### src/rtl/arcade_pkg.sv
// Shared arcade constants: button indices, channel count and 50 MHz timing
// defaults for the button front end, plus the per-channel debounce state type.
package arcade_pkg;

    localparam int BTN_UP    = 0;
    localparam int BTN_DOWN  = 1;
    localparam int BTN_LEFT  = 2;
    localparam int BTN_RIGHT = 3;
    localparam int BTN_SEL   = 4;

    localparam int N_BTN_DEFAULT = 5;

    // 10 ms debounce, 500 ms first repeat, 100 ms repeat period at 50 MHz
    localparam int DEBOUNCE_CYCLES_50MHZ = 500_000;
    localparam int REPEAT_DELAY_50MHZ    = 25_000_000;
    localparam int REPEAT_PERIOD_50MHZ   = 5_000_000;

    // Only the horizontal controls auto-repeat
    localparam logic [N_BTN_DEFAULT-1:0] REPEAT_MASK_DEFAULT =
        N_BTN_DEFAULT'((1 << BTN_LEFT) | (1 << BTN_RIGHT));

    // Bit 1 of the encoding is the debounced level, so it can drive the
    // output straight from a flop.
    typedef enum logic [1:0] {
        ST_RELEASED     = 2'b00,
        ST_PRESS_WAIT   = 2'b01,
        ST_PRESSED      = 2'b10,
        ST_RELEASE_WAIT = 2'b11
    } btn_state_e;

endpackage

### src/rtl/btn_conditioner_if.sv
// Button bundle between the board pins and the conditioner outputs.
// master: pin side / consumer, slave: the conditioner itself.
interface btn_conditioner_if #(
    parameter int N_BTN = 5
);
    logic [N_BTN-1:0] btn_raw;
    logic [N_BTN-1:0] btn_level;
    logic [N_BTN-1:0] btn_pulse;
    logic             any_level;

    modport master (
        output btn_raw,
        input  btn_level,
        input  btn_pulse,
        input  any_level
    );

    modport slave (
        input  btn_raw,
        output btn_level,
        output btn_pulse,
        output any_level
    );
endinterface

### src/rtl/btn_conditioner_channel.sv
// One button channel: two-flop synchronizer, debounce FSM and, when
// BTN_AUTOREPEAT_EN is defined, an auto-repeat timer for masked channels.
//
// state         | meaning
// --------------+---------------------------------------------------------
// RELEASED      | level 0, synchronized input agrees
// PRESS_WAIT    | level 0, input high, counting towards acceptance
// PRESSED       | level 1, input agrees, repeat timer running
// RELEASE_WAIT  | level 1, input low, counting towards release
module btn_channel
    import arcade_pkg::*;
#(
    parameter int DEBOUNCE_CYCLES = DEBOUNCE_CYCLES_50MHZ
`ifdef BTN_AUTOREPEAT_EN
    ,
    parameter int REPEAT_DELAY  = REPEAT_DELAY_50MHZ,
    parameter int REPEAT_PERIOD = REPEAT_PERIOD_50MHZ,
    parameter bit REPEAT_EN     = 1'b0
`endif
) (
    input  logic clk,
    input  logic rst,
    input  logic i_btn_raw,
    output logic o_btn_level,
    output logic o_btn_pulse
);

    localparam int              CNT_W    = $clog2(DEBOUNCE_CYCLES);
    localparam logic [CNT_W-1:0] CNT_LAST = CNT_W'(DEBOUNCE_CYCLES - 1);

    logic             r_sync1;
    logic             r_sync2;
    btn_state_e       r_state;
    btn_state_e       w_state_nxt;
    logic [CNT_W-1:0] r_cnt;
    logic [CNT_W-1:0] w_cnt_nxt;
    logic             r_pulse;
    logic             w_level;
    logic             w_cnt_last;
    logic             w_press;
    logic             w_rep_fire;

    // Plain two-flop synchronizer for the asynchronous pin
    always_ff @(posedge clk) begin
        if (rst) begin
            r_sync1 <= 1'b0;
            r_sync2 <= 1'b0;
        end else begin
            r_sync1 <= i_btn_raw;
            r_sync2 <= r_sync1;
        end
    end

    assign w_level    = r_state[1];
    assign w_cnt_last = (r_cnt == CNT_LAST);

    // Debounce state, stability counter and output strobe registers
    always_ff @(posedge clk) begin
        if (rst) begin
            r_state <= ST_RELEASED;
            r_cnt   <= '0;
            r_pulse <= 1'b0;
        end else begin
            r_state <= w_state_nxt;
            r_cnt   <= w_cnt_nxt;
            r_pulse <= w_press | w_rep_fire;
        end
    end

    // Next state: any sample agreeing with the level restarts the count
    always_comb begin
        w_state_nxt = r_state;
        w_cnt_nxt   = '0;
        w_press     = 1'b0;
        if ((r_sync2 != w_level) && !w_cnt_last) begin
            w_cnt_nxt = r_cnt + 1'b1;
        end
        case (r_state)
            ST_RELEASED: begin
                if (r_sync2) w_state_nxt = ST_PRESS_WAIT;
            end
            ST_PRESS_WAIT: begin
                if (!r_sync2) begin
                    w_state_nxt = ST_RELEASED;
                end else if (w_cnt_last) begin
                    w_state_nxt = ST_PRESSED;
                    w_press     = 1'b1;
                end
            end
            ST_PRESSED: begin
                if (!r_sync2) w_state_nxt = ST_RELEASE_WAIT;
            end
            ST_RELEASE_WAIT: begin
                if (r_sync2) begin
                    w_state_nxt = ST_PRESSED;
                end else if (w_cnt_last) begin
                    w_state_nxt = ST_RELEASED;
                end
            end
            default: w_state_nxt = ST_RELEASED;
        endcase
    end

`ifdef BTN_AUTOREPEAT_EN
    if (REPEAT_EN) begin : g_repeat
        localparam int REP_MAX = (REPEAT_DELAY > REPEAT_PERIOD) ? REPEAT_DELAY : REPEAT_PERIOD;
        localparam int REP_W   = $clog2(REP_MAX + 1);

        logic [REP_W-1:0] r_rep;
        logic [REP_W-1:0] w_rep_nxt;

        // Down-counter: loaded on every entry to PRESSED, cleared otherwise
        always_comb begin
            w_rep_nxt = '0;
            if (w_state_nxt == ST_PRESSED) begin
                if (r_state != ST_PRESSED) begin
                    w_rep_nxt = REP_W'(REPEAT_DELAY - 1);
                end else if (r_rep == '0) begin
                    w_rep_nxt = REP_W'(REPEAT_PERIOD - 1);
                end else begin
                    w_rep_nxt = r_rep - 1'b1;
                end
            end
        end

        assign w_rep_fire = (r_state == ST_PRESSED) && (r_rep == '0);

        // Repeat timer register
        always_ff @(posedge clk) begin
            if (rst) r_rep <= '0;
            else     r_rep <= w_rep_nxt;
        end
    end else begin : g_no_repeat
        assign w_rep_fire = 1'b0;
    end
`else
    assign w_rep_fire = 1'b0;
`endif

    assign o_btn_level = w_level;
    assign o_btn_pulse = r_pulse;

endmodule

### src/rtl/btn_conditioner.sv
// Button front end: N_BTN independent debounce channels plus any_level.
// Auto-repeat on masked channels is built only when BTN_AUTOREPEAT_EN is defined.
module btn_conditioner
    import arcade_pkg::*;
#(
    parameter int               N_BTN           = N_BTN_DEFAULT,
    parameter int               DEBOUNCE_CYCLES = DEBOUNCE_CYCLES_50MHZ,
    parameter int               REPEAT_DELAY    = REPEAT_DELAY_50MHZ,
    parameter int               REPEAT_PERIOD   = REPEAT_PERIOD_50MHZ,
    parameter logic [N_BTN-1:0] REPEAT_MASK     = N_BTN'(REPEAT_MASK_DEFAULT)
) (
    input logic               clk,
    input logic               rst,
    btn_conditioner_if.slave  bus
);

    logic [N_BTN-1:0] w_level;
    logic [N_BTN-1:0] w_pulse;

    for (genvar i = 0; i < N_BTN; i++) begin : g_ch
        btn_channel #(
            .DEBOUNCE_CYCLES (DEBOUNCE_CYCLES)
`ifdef BTN_AUTOREPEAT_EN
            ,
            .REPEAT_DELAY    (REPEAT_DELAY),
            .REPEAT_PERIOD   (REPEAT_PERIOD),
            .REPEAT_EN       (REPEAT_MASK[i])
`endif
        ) u_ch (
            .clk         (clk),
            .rst         (rst),
            .i_btn_raw   (bus.btn_raw[i]),
            .o_btn_level (w_level[i]),
            .o_btn_pulse (w_pulse[i])
        );
    end

`ifndef BTN_AUTOREPEAT_EN
    // Repeat settings have no effect in this build; the empty block keeps
    // them referenced so the parameter list stays identical across builds.
    if (REPEAT_DELAY < 0 || REPEAT_PERIOD < 0 || REPEAT_MASK == '0) begin : g_repeat_cfg_unused
    end
`endif

    assign bus.btn_level = w_level;
    assign bus.btn_pulse = w_pulse;
    assign bus.any_level = |w_level;

endmodule
### src/flat_wrapper.sv
// flat-port wrapper written by rule: the top's interface ports become plain ports
module btn_conditioner_flat import arcade_pkg::*;
#(
    parameter int               N_BTN           = N_BTN_DEFAULT,
    parameter int               DEBOUNCE_CYCLES = DEBOUNCE_CYCLES_50MHZ,
    parameter int               REPEAT_DELAY    = REPEAT_DELAY_50MHZ,
    parameter int               REPEAT_PERIOD   = REPEAT_PERIOD_50MHZ,
    parameter logic [N_BTN-1:0] REPEAT_MASK     = N_BTN'(REPEAT_MASK_DEFAULT)
)
  (clk, rst, bus_btn_raw, bus_btn_level, bus_btn_pulse, bus_any_level);
  btn_conditioner_if #(.N_BTN(N_BTN)) bus_i ();
  input logic clk;
  input logic rst;
  input wire logic [$bits(bus_i.btn_raw)-1:0] bus_btn_raw;
  output wire logic [$bits(bus_i.btn_level)-1:0] bus_btn_level;
  output wire logic [$bits(bus_i.btn_pulse)-1:0] bus_btn_pulse;
  output wire logic [$bits(bus_i.any_level)-1:0] bus_any_level;
  assign bus_i.btn_raw = bus_btn_raw;
  assign bus_btn_level = bus_i.btn_level;
  assign bus_btn_pulse = bus_i.btn_pulse;
  assign bus_any_level = bus_i.any_level;
  btn_conditioner #(.N_BTN(N_BTN), .DEBOUNCE_CYCLES(DEBOUNCE_CYCLES), .REPEAT_DELAY(REPEAT_DELAY), .REPEAT_PERIOD(REPEAT_PERIOD), .REPEAT_MASK(REPEAT_MASK)) u_core (.clk(clk), .rst(rst), .bus(bus_i));
endmodule
### config.mk
export PLATFORM = sky130hd
export DESIGN_NAME = btn_conditioner_flat
export DESIGN_NICKNAME = d
export VERILOG_FILES = /design/src/rtl/arcade_pkg.sv /design/src/rtl/btn_conditioner_if.sv /design/src/rtl/btn_conditioner_channel.sv /design/src/rtl/btn_conditioner.sv /design/src/flat_wrapper.sv
export SDC_FILE = /design/constraint.sdc
export NUM_CORES = 1
export LEC_CHECK = 0
export CAP_MARGIN = 10
export CORE_UTILIZATION = 56
export DETAILED_ROUTE_END_ITERATION = 10
export DONT_BUFFER_PORTS = 1
export GPL_TIMING_DRIVEN = 0
export PLACE_DENSITY = 0.8
export SLEW_MARGIN = 0
export SYNTH_ARGS = -nofsm -noshare
export SYNTH_HDL_FRONTEND = slang
export SYNTH_SLANG_ARGS = --single-unit
### constraint.sdc
create_clock -name clk -period 2.85 [get_ports clk]
set_input_delay 0.285 -clock clk [delete_from_list [all_inputs] [get_ports clk]]
set_output_delay 0.285 -clock clk [all_outputs]
set_load 0.01 [all_outputs]
# [Yosys cells after proc, flatten, opt, wreduce, memory -nomap -nowiden]
# Cells that the tools add are included.
[classes] addsub=5 eq_ne=45 n_mux=40 bitwise=15 reduce_logical=31
[op_table] operator="adder 19 x 1 -> 19 bit, second input constant" count=5
[op_table] operator="== test 19 bit, second input constant" count=5
[op_table] operator="2-to-1 mux 2 bit" count=30
[op_table] operator="one-hot mux 2 bit (4 select lines)" count=5
[op_table] operator="inequality test 3 bit, second input constant" count=10
[op_table] operator="== test 2 bit, second input constant" count=10
[op_table] operator="inequality test 2 bit, second input constant" count=10
[op_table] operator="AND reduction 4 bit" count=5
[op_table] operator="inverter 1 bit" count=15
[op_table] operator="OR reduction 3 bit" count=5
[op_table] operator="== test 2 x 1 -> 1 bit, second input constant" count=5
[op_table] operator="logical NOT 2 bit" count=5
[op_table] operator="OR reduction 2 bit" count=5
[op_table] operator="logical AND 1 bit" count=5
[op_table] operator="logical NOT 1 bit" count=5
[op_table] operator="2-to-1 mux 1 bit" count=5
[op_table] operator="inequality test 1 bit" count=5
[op_table] operator="OR reduction 5 bit" count=1
[totals] regBits=120 in_bits=7 out_inout_bits=11 wordCells=161

# [Depth between registers and ports, before layout]
# Gate-level depths: netlist of the first run.
[depth] depth_word=5 mapped_depth=8 mapped_depth_nobuf=5

# [Cells and area by module]
# Synthesis of the first run repeated with hierarchy kept, for this count alone.
[hier_totals] cells_unflattened=598 area_unflattened_um2=5454.0
[modules_own_cells] mod="btn_channel (u_core.g_ch[0].u_ch ...)" instances=3 cells_each=118 area_per_inst_um2=1097.3 seq_area_each_um2=480.5
[modules_own_cells] mod="btn_channel (u_core.g_ch[2].u_ch)" instances=1 cells_each=121 area_per_inst_um2=1094.8 seq_area_each_um2=480.5
[modules_own_cells] mod="btn_channel (u_core.g_ch[4].u_ch)" instances=1 cells_each=120 area_per_inst_um2=1054.8 seq_area_each_um2=480.5
[modules_own_cells] mod="btn_conditioner" instances=1 cells_each=3 area_per_inst_um2=12.5 seq_area_each_um2=0.0

# [Worst setup path after synthesis of the first run]
# No wires, ideal clock.
[synth_timing] kind="reg-to-reg" from="register u_core.g_ch[4].u_ch.r_cnt[0]" to="register u_core.g_ch[4].u_ch.r_cnt[14]" t_arrival_ps=1798 t_required_ps=2735 slack_ps=937 stages_incl_launch_ff=8 cell_sequence="dfxtp_1 ha_1 nand4_1 nor4_1 a21o_1 buf_4 buf_4 nor2_1"
[synth_via] elab_chain_len=5
[synth_lines] item="from (decl)" line="btn_conditioner_channel.sv:35" text="logic [CNT_W-1:0] r_cnt;"
[synth_lines] item="from (signal assigned)" line="btn_conditioner_channel.sv:65" text="r_cnt <= w_cnt_nxt;"
[synth_lines] item="branches (longest 5 deep; another with adder 19 x 1 -> 19 bit)"
# Several ways; the timed one is not identified.
# A chain may end at the register's enable or synchronous reset.

# [Final worst setup path of the first run]
[layout_timing] from="register u_core.g_ch[4].u_ch.r_cnt[0]" to="register u_core.g_ch[4].u_ch.r_cnt[11]"
# Same word-level chain as after synthesis.

==> impl_metrics.ini, run 1 <==
[yosys]
avgSynthCellArea_um2 = 8.919
synth.top_cells.by_area = dfxtp_1 46%, xnor2_1 5.8%, nor2_1 5.7%, xor2_1 5.0%, nand4_1 3.2%
yosysSeqAreaShare = 0.4557
yosys_warnings = 0
synth_edf_count = 0
async_flop_share = 0
synth_top_area_frac = 0.4557
synth_seq_cells = 120
synth_area_um2 = 5271
syn_nets = 603
ys.flop_type = dfxtp_1
syn-instance-count = 591
synth_top_cell_by_area = dfxtp_1
netlist-cell-type-count = 43

[hold_path]
hold_start = rst
hold_path_end = u_core.g_ch[1].u_ch.r_cnt[2]
hold_class = input port to register
holdPathStages = 2

[floorplanning]
dieWidth_um = 99.02
die_h_um = 99.02
row_count = 35
ios = 18
coreArea_um2 = 9196
start_util = 0.5732
dieArea_um2 = 9805

[sta]
slew_headroom = 0.4150
finalSetupTns_ns = 0
setup_viol = 0
rsz0062_at_grt = false
clock_skew_ns = 0.01163
hold_violations = 0
tightest_slew_ns = 0.8695
fin_crit_ns = 2.470
hold-worst-slack_ns = 0.04640
slew_violations = 0
fmax_mhz = 404.8
period_share = 0.8668

[global_routing]
overflow = 0
track_usage = 0.2367
grt_pass1_vias = 4060
grt_first_pass_wirelength_mm = 18.46
grt_antenna_before_repair = 0
grt_max_degree = 17

[clock_tree]
cts_resized = 0
ctsHtreeMaxLevel = 4
cts_setup_buffers = 0
clock_path_buffers = 2
cts_tree = built
clock_latency_ns = 0.51
cts-root-buf = clkbuf_8
cts_inserted_buffers = 17
path_clk_slew_ns = 0.05
cts.sinks = 120

[worst_setup_path]
ff2ff_path_depth = 7
cp_slowest_stage_delay_ns = 0.83
path_class = register to register
r2r_end = u_core.g_ch[4].u_ch.r_cnt[11]
worstPathRequired_ns = 3.24
worstSetupStartpointType = register
crit_top_cell = buf_4
cp_slowest_cell = nor4_1
reg2reg_slack_ns = 0.38
crit_arrival_ns = 2.86
end_kind = register
r2r-start = u_core.g_ch[4].u_ch.r_cnt[0]
crit_chain = ha_1 -> nand4_1 -> nor4_1 -> a21o_1 -> buf_4 -> buf_4 -> nor2_1
path_max_fanout = 10

[placed_design]
gp_congestion = 0.8306
place_hpwl_mm = 7.410
numPortBuffers = 0

[cells_and_area]
drive_gt1_frac = 0.1097
n_antenna_cell = 0
areaGrowthSynthToFinish_pct = 14.81
fillerInstances = 731
fin_nets = 628

[pwr]
leakagePower_nw = 1.899
vdd_drop_max_uv = 381.8
power_density_nw_per_um2 = 625.9

[drt]
antenna_left = 0
finalWirelength_mm = 10.80
vias = 4268
viasPerCell = 5.768
drcViolationCount = 0
drtIter0Drc = 241
drt-wirelength-per-cell_um = 14.60
drt-pass1-iter-count = 5

[job]
cap_violations = 0

[run_status]
outcome = completed
[cell usage after synthesis, types with 2 or more instances]
cell type,number
buf_2,7
nor4bb_1,2
nand4_1,27
or4_1,14
nand2b_1,8
and4_1,12
dfxtp_1,120
a21oi_1,28
a21o_1,6
xnor2_1,35
inv_1,22
or2_2,5
nand3_1,31
a31oi_1,5
nand2_1,30
and2_1,3
clkbuf_1,6
o31ai_1,14
buf_4,13
nor2_1,80
ha_1,5
xor2_1,30
nor4_1,17
a31o_2,4
and3_1,2
or4b_2,2
nor3_1,11
nor4b_1,6
nor2b_1,11
or3_1,13
o21ai_0,10
[layer usage]
| layer | vias up | part of all wire | global-route usage |
|---|---|---|---|
| met5 | - | 0 | 0 |
| met1 | 2021 | 0.45 | 0.2851 |
| li1 | 2138 | - | - |
| met3 | 11 | 0.043 | 0.06312 |
| met4 | 0 | 0.0098 | 0.08037 |
| met2 | 98 | 0.50 | 0.4083 |
[critical path, delay by kind of cell, from the launching register on]
| kind | cells | cell delay [ns] |
|---|---|---|
| AND/OR/NAND/NOR | 3 | 1.22 |
| flip-flops | 1 | 0.36 |
| buffers and inverters | 2 | 0.33 |
| adder cells (fa/ha/maj) | 1 | 0.25 |
| AO/OA/AOI/OAI | 1 | 0.20 |
[cell families after synthesis]
kind of cell | Yosys count | share of synthesized area
buf+inv | 48 | 0.04510
xor+xnor | 65 | 0.1080
simple gates | 284 | 0.2988
fa+ha+maj | 5 | 0.01187
flops | 120 | 0.4557
compound gates | 69 | 0.08046
[worst max-delay path by stage]
stage,startpoint,to,depth (start not counted),slack (ns)
floorplan,u_core.g_ch[4].u_ch.r_cnt[0],u_core.g_ch[4].u_ch.r_cnt[14],7,0.94
global placement,u_core.g_ch[4].u_ch.r_cnt[0],u_core.g_ch[4].u_ch.r_cnt[8],7,0.58
detailed placement,u_core.g_ch[4].u_ch.r_cnt[0],u_core.g_ch[4].u_ch.r_cnt[14],7,0.50
CTS,u_core.g_ch[4].u_ch.r_cnt[0],u_core.g_ch[4].u_ch.r_cnt[6],7,0.42
global route,u_core.g_ch[4].u_ch.r_cnt[0],u_core.g_ch[4].u_ch.r_cnt[11],7,0.24
finish,u_core.g_ch[4].u_ch.r_cnt[0],u_core.g_ch[4].u_ch.r_cnt[11],7,0.38
[cell type report]
class	count	area, um^2	area share
multi-input cells	423	2631	0.4348
flip-flops and latches	120	2402	0.3969
clock buffers	23	486.7	0.08042
plain buffers	26	155.1	0.02564
well taps	111	138.9	0.02295
clock inverters	9	95.09	0.01571
inverters	22	82.58	0.01364
repair buffers	6	60.06	0.009924
[layout by cell type, fill, tap and decap left out, types with 13 or more instances in the layout]
cell       instances
a21oi_1           28
buf_4             13
clkbuf_16         16
dfxtp_1          120
inv_1             22
nand2_1           30
nand3_1           31
nand4_1           27
nor2_1            80
nor4_1            17
o31ai_1           14
or3_1             13
or4_1             14
xnor2_1           35
xor2_1            30
[stage by stage]
stage          std cells  utilization  total power, mW  setup slack [ns]  instance area, um^2
6_report             740       0.6581            3.788            0.3796                 6052
3_5_place_dp         702       0.5883            1.766            0.4951                 5410
4_1_cts              740       0.6581            3.823            0.4167                 6052
3_3_place_gp         702       0.5883            1.765            0.5791                 5410
2_1_floorplan        591            -            1.757            0.9373                 5271
5_1_grt              740       0.6581            3.911            0.2408                 6052
[flip-flops by register name (all words and copies together), names as in the netlist, named ones only]
signal and flops:
u_core.g_ch.u_ch.r_state 5, u_core.g_ch.u_ch.r_sync2 5, u_core.g_ch.u_ch.r_sync1 5, u_core.g_ch.u_ch.r_cnt 95, u_core.g_ch.u_ch.o_btn_pulse 5
[power by group]
group          switching [mW]  leakage, nW  internal (mW)  total, mW
logic                  0.0231        0.633         0.0183     0.0414
clock network           0.702        0.297           1.35       2.05
registers             0.00722        0.969           1.69       1.70
[repair_timing]
action	in CTS	in global routing
hold buffers	6	0
endpoints found under the setup margin	0	0
endpoints found under the hold margin	6	0
(Power assumes the default switching activity.)
==> run 2, diff against run 1 <==
--- a/config.mk
+++ b/config.mk
@@ -14,4 +14,5 @@
 export SLEW_MARGIN = 0
 export SYNTH_ARGS = -nofsm -noshare
 export SYNTH_HDL_FRONTEND = slang
+export SYNTH_HIERARCHICAL = 1
 export SYNTH_SLANG_ARGS = --single-unit
==> run 2 against run 1 <==
Synthesized cell count is 1.2% higher. Hold slack worse by 0.0095 ns. Area after synthesis rose by 3.5%. Count of clock-buffer cells in the layout shrank 3. Register-to-register slack improved by 0.20 ns. Critical endpoint is now u_core/g_ch[4].u_ch/r_cnt[10].
==> impl_metrics.ini, run 2 <==
[run_status]
outcome = completed

[sta]
clock_skew_ns = 0.006857
rsz0062_at_grt = false
tightest_slew_ns = 0.9782
finalSetupTns_ns = 0
setup_viol = 0
slew_violations = 0
fmax_mhz = 439.9
post-route-worst-setup-slack_ns = 0.5767
fin_crit_ns = 2.273
slew_headroom = 0.3457
period_share = 0.7976
hold_violations = 0

[yosys]
yosys_warnings = 6
synth_top_cell_by_area = dfxtp_1
synth_common_cells = 120 x dfxtp_1, 85 x nor2_1, 43 x nand3_1
syn-instance-count = 598
async_flop_share = 0
ys.flop_type = dfxtp_1
synth.most_common_cell = dfxtp_1
synth_edf_count = 0
netlist-cell-type-count = 46
avgSynthCellArea_um2 = 9.120
synth_seq_cells = 120
synth.top_cells.by_area = dfxtp_1 44%, xnor2_1 5.9%, nor2_1 5.8%, xor2_1 5.3%, nand4_1 4.7%
synth_area_um2 = 5454
yosysSeqAreaShare = 0.4405
syn_nets = 610
synth_top_area_frac = 0.4405

[cells_and_area]
drive_gt1_frac = 0.1293
final_common_cell = dfxtp_1
final_util = 0.6750
regArea_um2 = 2402
fin_cells = 763
areaGrowthSynthToFinish_pct = 15.44
regMostFlops = u_core/g_ch.u_ch/r_cnt
n_antenna_cell = 0
largest_reg_flops = 95
multi_input_area_um2 = 2805
fillerInstances = 697
final_cell_mix = 120 x dfxtp_1, 85 x nor2_1, 43 x nand3_1
fin_nets = 635

[floorplanning]
die_h_um = 100.7
row_count = 35
dieArea_um2 = 10140
start_util = 0.5847
dieWidth_um = 100.7
ios = 18
coreArea_um2 = 9328

[worst_setup_path]
cp_slowest_stage_delay_ns = 0.66
path_max_fanout = 10
worstPathRequired_ns = 3.24
worstSetupStartpointType = register
critical_path_buf_inv_count = 2
path_class = register to register
crit_chain = ha_1 -> nand4_1 -> nor4_1 -> a21o_1 -> buf_2 -> buf_2 -> nor2_1
path_depth = 7
ff2ff_path_depth = 7
crit_arrival_ns = 2.66
crit_top_cell = buf_2
cp_slowest_cell = nor4_1
cp_top_family = simple AND/OR/NAND/NOR gates
end_kind = register

[placed_design]
gp_congestion = 0.8462
numPortBuffers = 0
dp_cells = 727
pre_cts_ws_ns = 0.6781
place_hpwl_mm = 7.349

[global_routing]
grt_max_degree = 25
grt_antenna_before_repair = 0
track_usage = 0.2348
overflow = 0
grt_first_pass_wirelength_mm = 18.80
grt_pass1_vias = 4230

[drt]
drt-pass1-iter-count = 5
drtIter0Drc = 224
finalWirelength_mm = 11.06
antenna_left = 0
drcViolationCount = 0
vias = 4446
drt-wirelength-per-cell_um = 14.50
viasPerCell = 5.827

[clock_tree]
cts.sinks = 120
cts_resized = 0
clock_latency_ns = 0.51
ctsHtreeMaxLevel = 4
cts-root-buf = clkbuf_8
path_clk_slew_ns = 0.05
cts_inserted_buffers = 17
cts_tree = built
clock_path_buffers = 2

[job]
cap_violations = 0

[pwr]
power_density_nw_per_um2 = 632.1
p_total_mw = 3.979
vdd_drop_max_uv = 459.9
leakagePower_nw = 1.978

[hold_path]
hold_class = input port to register
holdPathStages = 2
==> run 2: changes by cell type after synthesis, sizes merged, moves of 6 or more <==
| cell | before | now |
|---|---|---|
| nand2 | 30 | 22 |
| or3 | 13 | 7 |
| nand4 | 28 | 44 |
| nand3 | 31 | 43 |
==> run 2: layer usage <==
metal / track usage / part of all wire
met5: 0 / 0
met4: 0.08696 / 0.012
met3: 0.07351 / 0.056
met2: 0.3941 / 0.49
met1: 0.2823 / 0.45
==> run 2: path summary, 6_finish.rpt <==
check                                from                       endpoint  slack, ns
max          u_core/g_ch[4].u_ch/r_cnt[0]  u_core/g_ch[4].u_ch/r_cnt[10]       0.58
min                                   rst   u_core/g_ch[4].u_ch/r_cnt[2]       0.04
min reg2reg   u_core/g_ch[3].u_ch/r_sync1    u_core/g_ch[3].u_ch/r_sync2       0.43
max reg2reg  u_core/g_ch[4].u_ch/r_cnt[0]  u_core/g_ch[4].u_ch/r_cnt[10]       0.58
==> run 2: power by group <==
group	total [mW]	switching [mW]	internal [mW]
clock network	2.24	0.701	1.53
logic	0.0454	0.0245	0.0208
registers	1.70	0.00838	1.69
==> run 2: repair_timing <==
action / in CTS / in global routing
hold endpoints to repair: 24 / 0
buffers inserted: 0 / 0
hold buffers: 6 / 0
==> run 2: cell type report <==
cell class,count,share of cell area
Multi-Input combinational cell,435,0.4455
Inverter,19,0.01133
Tap cell,129,0.02564
Clock inverter,10,0.02782
Sequential cell,120,0.3816
Buffer,24,0.02782
Clock buffer,20,0.07075
Timing Repair Buffer,6,0.009539
==> run 2: stage by stage <==
step           hold WS (ns)  instance area [um^2]
3_5_place_dp         0.3583                  5615
4_1_cts             0.01562                  6296
6_report            0.03694                  6296
2_1_floorplan        0.3541                  5454
5_1_grt             0.02711                  6296
3_3_place_gp         0.3589                  5615
==> run 2: cells by family after synthesis <==
family | synth area share
flops | 0.4405
fa+ha+maj | 0.01147
compound gates | 0.07158
xor+xnor | 0.1124
buf+inv | 0.04519
simple gates | 0.3189
==> run 3, diff against run 2 <==
==> constraint.sdc (replaced) <==
create_clock -name clk -period 2.1 [get_ports clk]
set_input_delay 0.21 -clock clk [delete_from_list [all_inputs] [get_ports clk]]
set_output_delay 0.21 -clock clk [all_outputs]
set_load 0.01 [all_outputs]
==> run 3 against run 2 <==
First-iteration DRC count is 18% lower. Hold slack gained 0.35 ns. Global-route usage up 0.13 points. Critical path depth shrank 1. Wire length is 0.80% higher. Fmax grew 11%. Sequential power increased by 35%. Cell count grew 0.39%. Sequential share of layout area down 0.53 points. Critical endpoint unchanged.
==> impl_metrics.ini, run 3 (synthesis results as in run 2) <==
[cells_and_area]
drive_gt1_frac = 0.1554
largest_reg_flops = 95
n_antenna_cell = 0
fin_cells = 766
final_common_cell = dfxtp_1
regMostFlops = u_core/g_ch.u_ch/r_cnt
areaGrowthSynthToFinish_pct = 17.80
final_cell_mix = 112 x dfxtp_1, 85 x nor2_1, 43 x nand3_1
fin_nets = 638

[sta]
fin_crit_ns = 2.041
clock_skew_ns = 0.006868
period_share = 0.9721
setup_viol = 0
slew_violations = 0
tightest_slew_ns = 1.073
slew_headroom = 0.2822
finalSetupTns_ns = 0
rsz0062_at_grt = false
hold_violations = 0
fmax_mhz = 489.9

[placed_design]
numPortBuffers = 0
dp_cells = 727
place_hpwl_mm = 7.349
gp_congestion = 0.8462

[pwr]
leakagePower_nw = 1.997
switchingPower_mw = 1.002
seq_power_share = 0.426
power_density_nw_per_um2 = 841.1
p_int_mw = 4.403
vdd_drop_max_uv = 626.2
p_total_mw = 5.404
switching_share = 0.1853
pwr-share-comb = 0.011
pwr-share-clk = 0.562

[floorplanning]
dieArea_um2 = 10140
dieWidth_um = 100.7
ios = 18
die_h_um = 100.7
start_util = 0.5847
coreArea_um2 = 9328
row_count = 35

[worst_setup_path]
worstPathRequired_ns = 2.49
cp_slowest_stage_delay_ns = 0.61
end_kind = register
path_max_fanout = 10
worstSetupStartpointType = register
path_class = register to register
cp_top_family = simple AND/OR/NAND/NOR gates
crit_arrival_ns = 2.43
crit_top_cell = buf_2
cp_slowest_cell = or4b_1
critical_path_buf_inv_count = 2
crit_chain = or4b_1 -> nor4_4 -> a21o_1 -> buf_2 -> buf_2 -> nor2_1

[drt]
vias = 4435
finalWirelength_mm = 11.15
drt-wirelength-per-cell_um = 14.56
drcViolationCount = 0
drtIter0Drc = 183
viasPerCell = 5.790
antenna_left = 0
drt-pass1-iter-count = 5

[clock_tree]
ctsHtreeMaxLevel = 4
cts_tree = built
cts.sinks = 120
clock_path_buffers = 2
path_clk_slew_ns = 0.06
cts_inserted_buffers = 17
cts-root-buf = clkbuf_8
clock_latency_ns = 0.52

[global_routing]
grt_pass1_vias = 4229
grt_max_degree = 26
grt_antenna_before_repair = 0
grt_first_pass_wirelength_mm = 18.86
track_usage = 0.2362
overflow = 0

[job]
cap_violations = 0

[hold_path]
hold_class = input port to register

[run_status]
outcome = completed
run 3: changes by cell type in the layout (fill, tap and decap cells not counted), moves of 2 or more:
cell	previous run	this run
ha_1	5	3
dfxtp_2	0	6
dfxtp_1	120	112
nor4b_1	8	6
dfxtp_4	0	2
nor4_2	4	1
buf_4	3	7
nor4_4	1	5
clkbuf_4	0	4
buf_2	7	3
run 3: repair_timing:
item	4_1_cts	5_1_grt
gates resized for setup	6	19
setup buffers	0	6
gates cloned	0	0
hold buffers	6	0
endpoints found under the hold margin	27	0
pin swaps	1	7
setup endpoints to repair	13	46
run 3: metrics by stage:
| stage | util | hold slack [ns] | instance area [um^2] | worst slack (ns) |
|---|---|---|---|---|
| 2_1_floorplan | - | 0.2791 | 5454 | 0.1044 |
| 3_3_place_gp | 0.6020 | 0.2839 | 5615 | -0.003648 |
| 3_5_place_dp | 0.6020 | 0.2833 | 5615 | -0.07190 |
| 4_1_cts | 0.6774 | 0.3684 | 6319 | 0.007908 |
| 5_1_grt | 0.6888 | 0.4002 | 6425 | 0.0002354 |
| 6_report | 0.6888 | 0.3907 | 6425 | 0.05867 |
run 3: worst paths after layout:
kind / slack, ns / from / end / cells after the start
max: 0.06 / u_core/g_ch[4].u_ch/r_cnt[10] / u_core/g_ch[4].u_ch/r_cnt[10] / 6
max reg2reg: 0.06 / u_core/g_ch[4].u_ch/r_cnt[10] / u_core/g_ch[4].u_ch/r_cnt[10] / 6
min reg2reg: 0.43 / u_core/g_ch[3].u_ch/r_sync1 / u_core/g_ch[3].u_ch/r_sync2 / 1
min: 0.39 / bus_btn_raw[1] / u_core/g_ch[1].u_ch/r_sync1 / 2
run 3: cell type report:
cell class                 count  area (um^2)
fill                         677         2903
multi-input combinational    435         2883
sequential                   120         2417
clock buffer                  20        445.4
clock inverter                10        175.2
buffer                        21        166.4
tap                          129        161.4
timing repair buffer          12        105.1
inverter                      19        71.32
run 3: worst reg2reg max path, cell delays in order (launching register included):
cell	delay [ns]
dfxtp_1	0.33
or4b_1	0.61
nor4_4	0.28
a21o_1	0.17
buf_2	0.18
buf_2	0.25
nor2_1	0.10
run 3: metal layers:
| layer | wire [um] | GRT usage | up-vias |
|---|---|---|---|
| met2 | 5487 | 0.4015 | 89 |
| li1 | - | - | 2191 |
| met5 | 0 | 0 | - |
| met1 | 5066 | 0.2823 | 2137 |
| met3 | 441 | 0.07212 | 18 |
| met4 | 157 | 0.08361 | 0 |
run 3: power groups by stage:
| stage | logic [mW] | clock network (mW) | registers [mW] |
|---|---|---|---|
| finish | 0.0616 | 3.04 | 2.30 |
| global route | 0.0675 | 3.20 | 2.30 |
| CTS | 0.0611 | 3.09 | 2.30 |
| detailed placement | 0.0438 | 0 | 2.35 |
| global placement | 0.0425 | 0 | 2.35 |
| floorplan | 0.0364 | 0 | 2.35 |
